$ cat config.mk
export PLATFORM = sky130hd
export DESIGN_NAME = wb_ccff_loader
export DESIGN_NICKNAME = d
export VERILOG_FILES = /design/src/rtl/caravel_fpga_pkg.sv /design/src/rtl/ccff_shift_engine.sv /design/src/rtl/wb_ccff_loader.sv
export SDC_FILE = /design/constraint.sdc
export NUM_CORES = 1
export LEC_CHECK = 0
export BUFFER_PORTS_ARGS = -buffer_cell sky130_fd_sc_hd__clkbuf_2
export CAP_MARGIN = 10
export CORE_MARGIN = 1.5
export CORE_UTILIZATION = 30
export CTS_CLUSTER_SIZE = 28
export DETAILED_ROUTE_END_ITERATION = 8
export GPL_ROUTABILITY_DRIVEN = 0
export PLACE_DENSITY_LB_ADDON = 0.05
export SYNTH_ARGS = -nofsm -noshare
export SYNTH_HDL_FRONTEND = slang
export SYNTH_SLANG_ARGS = --single-unit
$ cat constraint.sdc
create_clock -name wb_clk_i -period 3.5 [get_ports wb_clk_i]
set_input_delay 0.7 -clock wb_clk_i [delete_from_list [all_inputs] [get_ports wb_clk_i]]
set_output_delay 0.7 -clock wb_clk_i [all_outputs]
set_load 0.02 [all_outputs]
$ cat src/rtl/caravel_fpga_pkg.sv
// Shared constants and types for the Wishbone-to-configuration-chain loader.
package caravel_fpga_pkg;

  localparam int CCFF_WORD_W = 32;
  localparam int BIT_IDX_W   = $clog2(CCFF_WORD_W);

  localparam logic [1:0] REG_CTRL   = 2'd0;
  localparam logic [1:0] REG_STATUS = 2'd1;
  localparam logic [1:0] REG_DATA   = 2'd2;
  localparam logic [1:0] REG_TAIL   = 2'd3;

  typedef enum logic [1:0] {
    ST_IDLE  = 2'd0,
    ST_SETUP = 2'd1,
    ST_PULSE = 2'd2
  } ccff_state_e;

endpackage

$ cat src/rtl/ccff_shift_engine.sv
// Serialises one word LSB first onto the configuration chain with a two-phase
// programming clock, capturing the chain's tail output on every rising edge.
module ccff_shift_engine
  import caravel_fpga_pkg::*;
(
  input  logic                   i_clk,
  input  logic                   i_rst_n,
  input  logic                   i_en,
  input  logic                   i_pend_valid,
  input  logic [CCFF_WORD_W-1:0] i_pend_data,
  input  logic                   i_ccff_tail,
  output logic                   o_take,
  output logic                   o_pulse,
  output logic                   o_prog_clk,
  output logic                   o_ccff_head,
  output logic                   o_busy,
  output logic [CCFF_WORD_W-1:0] o_tail
);

  ccff_state_e            r_state;
  logic [CCFF_WORD_W-1:0] r_shreg;
  logic [CCFF_WORD_W-1:0] r_tail;
  logic [BIT_IDX_W-1:0]   r_bit_idx;
  logic                   r_prog_clk;
  logic                   r_head;
  logic                   r_busy;
  logic                   w_last;
  logic                   w_take;

  assign w_last = (r_bit_idx == BIT_IDX_W'(CCFF_WORD_W - 1));
  // A word is pulled from the holding buffer either from idle or straight off
  // the final pulse of the previous word, which keeps back-to-back words gapless.
  assign w_take = i_en & i_pend_valid &
                  ((r_state == ST_IDLE) | ((r_state == ST_PULSE) & w_last));

  always_ff @(posedge i_clk or negedge i_rst_n) begin
    if (!i_rst_n) begin
      r_state    <= ST_IDLE;
      r_shreg    <= '0;
      r_tail     <= '0;
      r_bit_idx  <= '0;
      r_prog_clk <= 1'b0;
      r_head     <= 1'b0;
      r_busy     <= 1'b0;
    end else begin
      case (r_state)
        ST_IDLE: begin
          r_prog_clk <= 1'b0;
          if (w_take) begin
            r_shreg   <= i_pend_data;
            r_bit_idx <= '0;
            r_state   <= ST_SETUP;
            r_busy    <= 1'b1;
          end
        end
        ST_SETUP: begin
          r_head     <= r_shreg[0];
          r_prog_clk <= 1'b0;
          r_state    <= ST_PULSE;
        end
        ST_PULSE: begin
          r_prog_clk <= 1'b1;
          r_tail     <= {i_ccff_tail, r_tail[CCFF_WORD_W-1:1]};
          r_shreg    <= r_shreg >> 1;
          r_bit_idx  <= r_bit_idx + BIT_IDX_W'(1);
          if (!w_last) begin
            r_state <= ST_SETUP;
          end else if (w_take) begin
            r_shreg   <= i_pend_data;
            r_bit_idx <= '0;
            r_state   <= ST_SETUP;
          end else begin
            r_state <= ST_IDLE;
            r_busy  <= 1'b0;
          end
        end
        default: begin
          r_state <= ST_IDLE;
          r_busy  <= 1'b0;
        end
      endcase
    end
  end

  assign o_take      = w_take;
  assign o_pulse     = (r_state == ST_PULSE);
  assign o_prog_clk  = r_prog_clk;
  assign o_ccff_head = r_head;
  assign o_busy      = r_busy;
  assign o_tail      = r_tail;

endmodule

$ cat src/rtl/wb_ccff_loader.sv
// Wishbone slave that buffers one configuration word and hands it to the
// shift engine; holds CTRL, the pending buffer and the shifted-bit counter.
module wb_ccff_loader
  import caravel_fpga_pkg::*;
#(
  parameter logic [31:0] BASE_ADDR = 32'h3000_0000,
  parameter int          CNT_W     = 16
) (
  input  logic        wb_clk_i,
  input  logic        wb_rst_n,
  input  logic        wbs_stb_i,
  input  logic        wbs_cyc_i,
  input  logic        wbs_we_i,
  input  logic [3:0]  wbs_sel_i,
  input  logic [31:0] wbs_adr_i,
  input  logic [31:0] wbs_dat_i,
  output logic        wbs_ack_o,
  output logic [31:0] wbs_dat_o,
  output logic        prog_clk,
  output logic        ccff_head,
  input  logic        ccff_tail,
  output logic        busy
);

  logic                   r_ack;
  logic [31:0]            r_dat;
  logic                   r_en;
  logic                   r_pend_valid;
  logic [CCFF_WORD_W-1:0] r_pend_data;
  logic [CNT_W-1:0]       r_total_bits;

  logic                   w_hit;
  logic [1:0]             w_idx;
  logic                   w_data_wr;
  logic                   w_stall;
  logic                   w_acc;
  logic                   w_ctrl_wr;
  logic                   w_cnt_clr;
  logic                   w_take;
  logic                   w_pulse;
  logic                   w_busy;
  logic [CCFF_WORD_W-1:0] w_tail;
  logic [31:0]            w_rdata;
  logic                   w_unused;

  assign w_idx     = wbs_adr_i[3:2];
  // Gating on r_ack spaces acks apart so a held strobe is never acked twice in a row.
  assign w_hit     = wbs_stb_i & wbs_cyc_i & ~r_ack &
                     (wbs_adr_i[31:4] == BASE_ADDR[31:4]);
  assign w_data_wr = w_hit & wbs_we_i & (w_idx == REG_DATA) & (wbs_sel_i == 4'hF);
  assign w_stall   = w_data_wr & r_pend_valid & ~w_take;
  assign w_acc     = w_hit & ~w_stall;
  assign w_ctrl_wr = w_acc & wbs_we_i & (w_idx == REG_CTRL) & wbs_sel_i[0];
  assign w_cnt_clr = w_ctrl_wr & wbs_dat_i[1];
  assign w_unused  = ^wbs_adr_i[1:0];

  always_comb begin
    w_rdata = '0;
    case (w_idx)
      REG_CTRL:   w_rdata = {31'd0, r_en};
      REG_STATUS: w_rdata = {16'(r_total_bits), 14'd0, r_pend_valid, w_busy};
      REG_TAIL:   w_rdata = w_tail;
      default:    w_rdata = '0;
    endcase
  end

  always_ff @(posedge wb_clk_i or negedge wb_rst_n) begin
    if (!wb_rst_n) begin
      r_ack        <= 1'b0;
      r_dat        <= '0;
      r_en         <= 1'b0;
      r_pend_valid <= 1'b0;
      r_pend_data  <= '0;
      r_total_bits <= '0;
    end else begin
      r_ack <= w_acc;
      r_dat <= (w_acc & ~wbs_we_i) ? w_rdata : 32'd0;
      if (w_ctrl_wr) begin
        r_en <= wbs_dat_i[0];
      end
      // A stalled write lands in the same cycle the engine drains the buffer.
      if (w_acc & w_data_wr) begin
        r_pend_data  <= wbs_dat_i;
        r_pend_valid <= 1'b1;
      end else if (w_take) begin
        r_pend_valid <= 1'b0;
      end
      if (w_cnt_clr) begin
        r_total_bits <= '0;
      end else if (w_pulse) begin
        r_total_bits <= r_total_bits + CNT_W'(1);
      end
    end
  end

  ccff_shift_engine u_engine (
    .i_clk        (wb_clk_i),
    .i_rst_n      (wb_rst_n),
    .i_en         (r_en),
    .i_pend_valid (r_pend_valid),
    .i_pend_data  (r_pend_data),
    .i_ccff_tail  (ccff_tail),
    .o_take       (w_take),
    .o_pulse      (w_pulse),
    .o_prog_clk   (prog_clk),
    .o_ccff_head  (ccff_head),
    .o_busy       (w_busy),
    .o_tail       (w_tail)
  );

  assign wbs_ack_o = r_ack;
  assign wbs_dat_o = r_dat;
  assign busy      = w_busy;

endmodule

=== Word level (Yosys, flattened, before mapping) ===
Cells that the tools add are included.

* Add/sub/neg operators: 2
* $mul: 0
* Div/mod/pow operators: 0
* Order comparisons: 0
* Eq/ne operators: 11
* Shift operators: 0
* Multiplexer cells: 23
* Bitwise operators: 24
* Reduce and logical (&&, ||, !) cells: 9

{| class="wikitable"
|+ Operators by type and width
! operator !! count
|-
| $mux W32 || 4
|-
| $pmux W32 S3 || 1
|-
| $pmux W32 S2 || 1
|-
| $mux W16 || 2
|-
| $eq A28 B26 Y1 const B || 1
|-
| $and A1 B1 Y1 || 18
|-
| $add A16 B1 Y16 const B || 1
|-
| $mux W5 || 3
|-
| $pmux W5 S2 || 1
|-
| $reduce_bool A2 Y1 || 4
|-
| $eq A2 B2 Y1 const B || 3
|-
| $mux W1 || 6
|-
| $ne A2 B2 Y1 const B || 3
|-
| $pmux W2 S3 || 1
|-
| $add A5 B1 Y5 const B || 1
|-
| $eq A5 B5 Y1 const B || 1
|-
| $not A1 Y1 || 5
|-
| $eq A2 B1 Y1 const B || 2
|-
| $eq A4 B4 Y1 const B || 1
|-
| $logic_not A2 Y1 || 2
|-
| $mux W2 || 2
|-
| $reduce_and A4 Y1 || 1
|-
| $pmux W1 S3 || 1
|-
| $pmux W1 S2 || 1
|-
| other kinds (3) || 3
|}

* Bits in registers: 157
* Latch bits: 0
* Bits in writable memories: 0
* Bits in read-only memories: 0
* Input port bits: 74
* Output and inout port bits: 36
* Memories: 0

=== Depth between registers and ports, before layout ===
* Word-level depth: 15
* Gate-level depth with buffers: 9

=== Hierarchy ===
A second synthesis with hierarchy kept.

* Cells, all modules: 553
* Area total of the unflattened synthesis: 6542.5 µm²

{| class="wikitable"
|+ Modules (own cells, without submodules)
! module !! times used !! cells each !! area an instance (µm²) !! sequential area each (µm²)
|-
| wb_ccff_loader || 1 || 267 || 3398.3 || 2077.0
|-
| ccff_shift_engine || 1 || 286 || 3144.3 || 1851.8
|}

=== Least setup slack after synthesis ===
Ideal clock, no wire load.

* Path kind: input to register
* Start: input wbs_adr_i[17]
* End: register r_pend_data[10]
* Setup time: 0.127 ns
* Arrival: 2.271 ns
* Data required time: 3.373 ns
* Path slack: 1.102 ns
* Cell stages on the path: 5
* Path buffers: 1
* Cells stage by stage: nor4_1 > nand4_2 > nor4b_4 > buf_6 > mux2_1

* Longest elaborated chain between the ends: 10

{| class="wikitable"
|+ Ends and longest elaborated chain
! element !! RTL line !! RTL
|-
| start: declaration || wb_ccff_loader.sv:15 || <nowiki>input logic [31:0] wbs_adr_i,</nowiki>
|-
| $eq A28 B26 Y1 (*) || wb_ccff_loader.sv:49 || <nowiki>(wbs_adr_i[31:4] == BASE_ADDR[31:4]);</nowiki>
|-
| $and A1 B1 Y1 (*) || wb_ccff_loader.sv:48 || <nowiki>assign w_hit = wbs_stb_i & wbs_cyc_i & ~r_ack &</nowiki>
|-
| $and A1 B1 Y1 (3 in series) || wb_ccff_loader.sv:50 || <nowiki>assign w_data_wr = w_hit & wbs_we_i & (w_idx == REG_DATA) & (wbs_sel_i == 4'hF);</nowiki>
|-
| $and A1 B1 Y1 (2 in series) || wb_ccff_loader.sv:51 || <nowiki>assign w_stall = w_data_wr & r_pend_valid & ~w_take;</nowiki>
|-
| $not A1 Y1 || wb_ccff_loader.sv:52 || <nowiki>assign w_acc = w_hit & ~w_stall;</nowiki>
|-
| $and A1 B1 Y1 || wb_ccff_loader.sv:52 ||
|-
| $and A1 B1 Y1 (*) || wb_ccff_loader.sv:82 || <nowiki>if (w_acc & w_data_wr) begin</nowiki>
|-
| end signal: assignment || wb_ccff_loader.sv:83 || <nowiki>r_pend_data <= wbs_dat_i;</nowiki>
|-
| end: declaration || wb_ccff_loader.sv:29 || <nowiki>logic [CCFF_WORD_W-1:0] r_pend_data;</nowiki>
|}

Every way passes the cells marked *; elsewhere a longest branch is shown, timed or not.
A chain may end at the register's enable or synchronous reset.

=== Final worst setup path ===
* Start: register u_engine.r_bit_idx[0]
* End: register r_pend_data[2]

* Longest elaborated chain between the ends: 9

{| class="wikitable"
|+ Ends and longest elaborated chain
! element !! RTL line !! RTL
|-
| start: declaration || ccff_shift_engine.sv:23 || <nowiki>logic [BIT_IDX_W-1:0] r_bit_idx;</nowiki>
|-
| start signal: assignment || ccff_shift_engine.sv:65 || <nowiki>r_bit_idx <= r_bit_idx + BIT_IDX_W'(1);</nowiki>
|-
| $eq A5 B5 Y1 || ccff_shift_engine.sv:30 || <nowiki>assign w_last = (r_bit_idx == BIT_IDX_W'(CCFF_WORD_W - 1));</nowiki>
|-
| $and A1 B1 Y1 || ccff_shift_engine.sv:34 || <nowiki>((r_state == ST_IDLE) | ((r_state == ST_PULSE) & w_last));</nowiki>
|-
| $or A1 B1 Y1 || ccff_shift_engine.sv:34 ||
|-
| $and A1 B1 Y1 || ccff_shift_engine.sv:33 || <nowiki>assign w_take = i_en & i_pend_valid &</nowiki>
|-
| $not A1 Y1 || wb_ccff_loader.sv:51 ||
|-
| $and A1 B1 Y1 || wb_ccff_loader.sv:51 ||
|-
| $not A1 Y1 || wb_ccff_loader.sv:52 ||
|-
| $and A1 B1 Y1 || wb_ccff_loader.sv:52 ||
|-
| $and A1 B1 Y1 || wb_ccff_loader.sv:82 ||
|}

Every way passes these cells.

==> summary.md <==
| Metric | Value |
|---|---|
| Status | `finished clean` |
| Slew @ Worst Pin | `0.700 ns` |
| Post-synth EDFFs | `0` |
| Worst VDD drop | `311 uV` |
| Setup TNS | `0 ns` |
| Clock Tree Buf Depth | `2` |
| H-Tree Depth | `4` |
| Reg-to-reg slack, setup | `0.86 ns` |
| Synth Instances | `561` |
| Crit Reg-Reg Startpoint | `u_engine.r_bit_idx[0]$_DFFE_PN0P_` |
| Clock group share of total power | `47.3%` |
| Initial Util | `30.8%` |
| # resized after CTS | `0` |
| Setup-violating endpoint count in the final report | `0` |
| Cells on worst reg2reg path | `8` |
| Post-DR wirelength/cell | `14.3 um` |
| GRT Total Usage | `13.5%` |
| Top post-synthesis cells by area | `dfrtp_1, nand2_1, mux2_1` |
| Post-DP HPWL | `9100 um` |
| Reg2reg end | `r_pend_data[2]$_DFFE_PN0P_` |
| Netlist cell types | `46` |
| Met1 Usage GRT | `17.2%` |
| Largest net degree at the start of global routing | `68` |
| Met2 usage | `22.0%` |
| DR iter-0 viols | `153` |
| DRT Pass-1 Iters | `6` |
| Most numerous cell in the Yosys netlist | `dfrtp_1` |
| Top cells by count, synth | `dfrtp_1, nand2_1, nor2_1, mux2i_1, mux2_1` |
| Antenna-violating nets left | `0` |
| Reg power frac | `49.8%` |
| Hold Slack | `0.267 ns` |
| Post-Syn Area | `6510 sq um` |
| Int Pwr | `0.00280 W` |
| Vias | `4342` |
| Synth area leader | `dfrtp_1` |
| Final hold violation count | `0` |
| FFs w/ async S/R, synth | `100%` |
| Placed cells | `925` |
| Post-layout min period | `2.64 ns` |
| Area delta synth->final | `21.8%` |
| GRT busiest layer | `met2` |
| Area of the core | `21200 sq um` |
| Synth Flop Type | `dfrtp_1` |
| Lkg Pwr | `4.17 nW` |
| Slack of the critical path | `0.863 ns` |
| CP Data Arrival Time | `2.95 ns` |
| Post-synthesis area per instance | `11.6 sq um` |
| Slew Limit Fails | `0` |
| Clk_lat worst skew | `0.42 ns` |
| Final non-filler cell total | `958` |
| Min-Delay Path Class | `in2async` |
| Crit path launch type | `flop` |
| Share of cells above drive strength 1 | `24.5%` |
| Global-route wire length before repair | `23700 um` |
| Vias in the first global route | `4693` |
| Number of CTS-inserted buffers | `17` |
| Row count | `53` |
| Die Y | `150 um` |
| I/O pins | `110` |
| Via/cell ratio | `4.53` |
| P_sw | `0.000843 W` |
| RSZ-0062 raised after global routing | `false` |
| Post-placement setup slack | `0.642 ns` |
| GR Overflow Total | `0` |
| Fin crit share | `75.3%` |
| Worst rel slew slack | `53.4%` |
| Clk slew on worst S/H paths | `0.06 ns` |
| Synth top area share | `60.3%` |
| Type of the worst setup path | `reg2reg` |
| CP Data Required Time | `3.81 ns` |
| Initial antenna violation count | `1` |
| Final WL | `13700 um` |
| # hold bufs at CTS | `0` |
| Total power | `0.00364 W` |
| Grt met3 use | `3.39%` |
| Setup crit end kind | `flop` |
| Combinational group share of total power | `2.9%` |
| Seq/Total Area, Yosys | `60.3%` |
| Max Cap Viol | `0` |
| Layout Skew | `0.00727 ns` |
| Synth warn | `0` |
| Clock sink count | `157` |
| Nets@finish | `746` |
| Peak Freq | `0.379 GHz` |
| PwrDens | `459 nW/um^2` |
| Syn_nets | `638` |
| Worst Path Max Fanout | `33` |
| Die width | `150 um` |
| Switching share of power | `23.2%` |
| Seq cells post-synth | `157` |
| Post-CTS Setup Repair Bufs | `0` |
| CTS tree | `built` |
| Clock Tree Root | `clkbuf_16` |
| Remaining DRCs | `0` |
| Die footprint | `22600 sq um` |
| # port buffers | `107` |
-- layer usage --
| metal | part of all wire (%) | vias up |
|---|---|---|
| li1 | - | 2142 |
| met1 | 47 | 2119 |
| met2 | 48 | 67 |
| met3 | 3.6 | 14 |
| met4 | 1.5 | 0 |
| met5 | 0 | - |
-- placed cells by master (no fill, tap or decap), types with 2 or more instances in the layout --
| cell | Yosys | final |
|---|---|---|
| dfrtp_1 | 157 | 157 |
| nand2_1 | 120 | 120 |
| clkbuf_2 | 0 | 106 |
| nor2_1 | 33 | 33 |
| mux2i_1 | 32 | 32 |
| mux2_1 | 29 | 29 |
| a22o_1 | 21 | 21 |
| a21o_1 | 19 | 19 |
| o21ai_0 | 18 | 18 |
| clkbuf_16 | 0 | 17 |
| and3_1 | 16 | 16 |
| a21oi_1 | 9 | 9 |
| buf_4 | 0 | 9 |
| xor2_1 | 8 | 8 |
| nand4_1 | 7 | 7 |
| mux2_2 | 7 | 7 |
| inv_1 | 6 | 6 |
| nand3_1 | 5 | 5 |
| nor4_1 | 4 | 4 |
| or3_1 | 4 | 4 |
| clkinvlp_4 | 0 | 4 |
| inv_6 | 0 | 4 |
| nor2b_1 | 4 | 3 |
| xnor2_1 | 3 | 3 |
| ha_1 | 3 | 3 |
| clkinv_4 | 0 | 3 |
| nand2b_1 | 2 | 2 |
| nand4_2 | 2 | 2 |
| nor4_2 | 2 | 2 |
| and2_1 | 2 | 2 |
| and4_1 | 2 | 2 |
| buf_12 | 0 | 2 |
-- metrics by stage --
stage               cell area, sq um  util (%)
floorplan                       6510         -
CTS                             7930      37.5
finish                          7930      37.5
global route                    7930      37.5
detailed placement              7370      34.9
global placement                7370      34.9
-- cell type report --
cell class,count,area [sq um]
multi-input cells,369,2430
clock buffers,19,443
diodes,1,2.50
repair buffers,118,649
flip-flops and latches,157,3930
clock inverters,13,108
inverters,6,22.5
fillers,2104,13200
well taps,275,344
-- power by group through the flow --
stage               Clock [W]  Sequential [W]  Combinational, W
floorplan                   0         0.00185         0.0000206
global placement            0         0.00185          0.000109
detailed placement          0         0.00185          0.000111
CTS                   0.00179         0.00181          0.000111
global route          0.00187         0.00181          0.000121
finish                0.00172         0.00181          0.000105
-- cells by family (layout without fill, tap and decap cells) --
| kind of cell | Yosys count | count (layout) | synth area share [%] |
|---|---|---|---|
| AOI/OAI and AO/OA | 75 | 75 | 8.59 |
| xor gates and xnor gates | 11 | 11 | 1.48 |
| adders and majority gates | 3 | 3 | 0.577 |
| buffers and inverters | 35 | 156 | 2.50 |
| DFF | 157 | 157 | 60.3 |
| muxes | 68 | 68 | 11.1 |
| other | 0 | 1 | 0 |
| and+or+nand+nor | 212 | 212 | 15.4 |
-- registers in the layout, summed over array words and instances (netlist names) --
name                  flops
r_en                      1
r_pend_data              32
r_pend_valid              1
r_total_bits             16
u_engine.o_busy           1
u_engine.o_ccff_head      1
u_engine.o_prog_clk       1
u_engine.o_tail          32
u_engine.r_bit_idx        5
u_engine.r_shreg         32
u_engine.r_state          2
wbs_ack_o                 1
wbs_dat_o                32
-- how the worst max path moves through the flow --
| stage | from | to | slack, ns | depth (start not counted) |
|---|---|---|---|---|
| 2_1_floorplan | wbs_adr_i[17] | r_pend_data[10]$_DFFE_PN0P_ | 1.10 | 5 |
| 3_3_place_gp | wbs_adr_i[17] | r_pend_data[2]$_DFFE_PN0P_ | 0.73 | 6 |
| 3_5_place_dp | wbs_adr_i[17] | r_pend_data[2]$_DFFE_PN0P_ | 0.64 | 6 |
| 4_1_cts | u_engine.r_bit_idx[0]$_DFFE_PN0P_ | r_pend_data[2]$_DFFE_PN0P_ | 0.83 | 8 |
| 5_1_grt | u_engine.r_bit_idx[0]$_DFFE_PN0P_ | r_pend_data[2]$_DFFE_PN0P_ | 0.68 | 8 |
| 6_report | u_engine.r_bit_idx[0]$_DFFE_PN0P_ | r_pend_data[2]$_DFFE_PN0P_ | 0.86 | 8 |
-- worst max-delay path, stage by stage (launching register included) --
cell	delay (ns)
dfrtp_1	0.37
ha_1	0.19
and3_1	0.17
ha_1	0.24
nor2b_1	0.08
o31a_1	0.38
nor4b_4	0.25
buf_4	0.44
mux2_2	0.39
No activity file was read; power rests on OpenSTA's default activity.
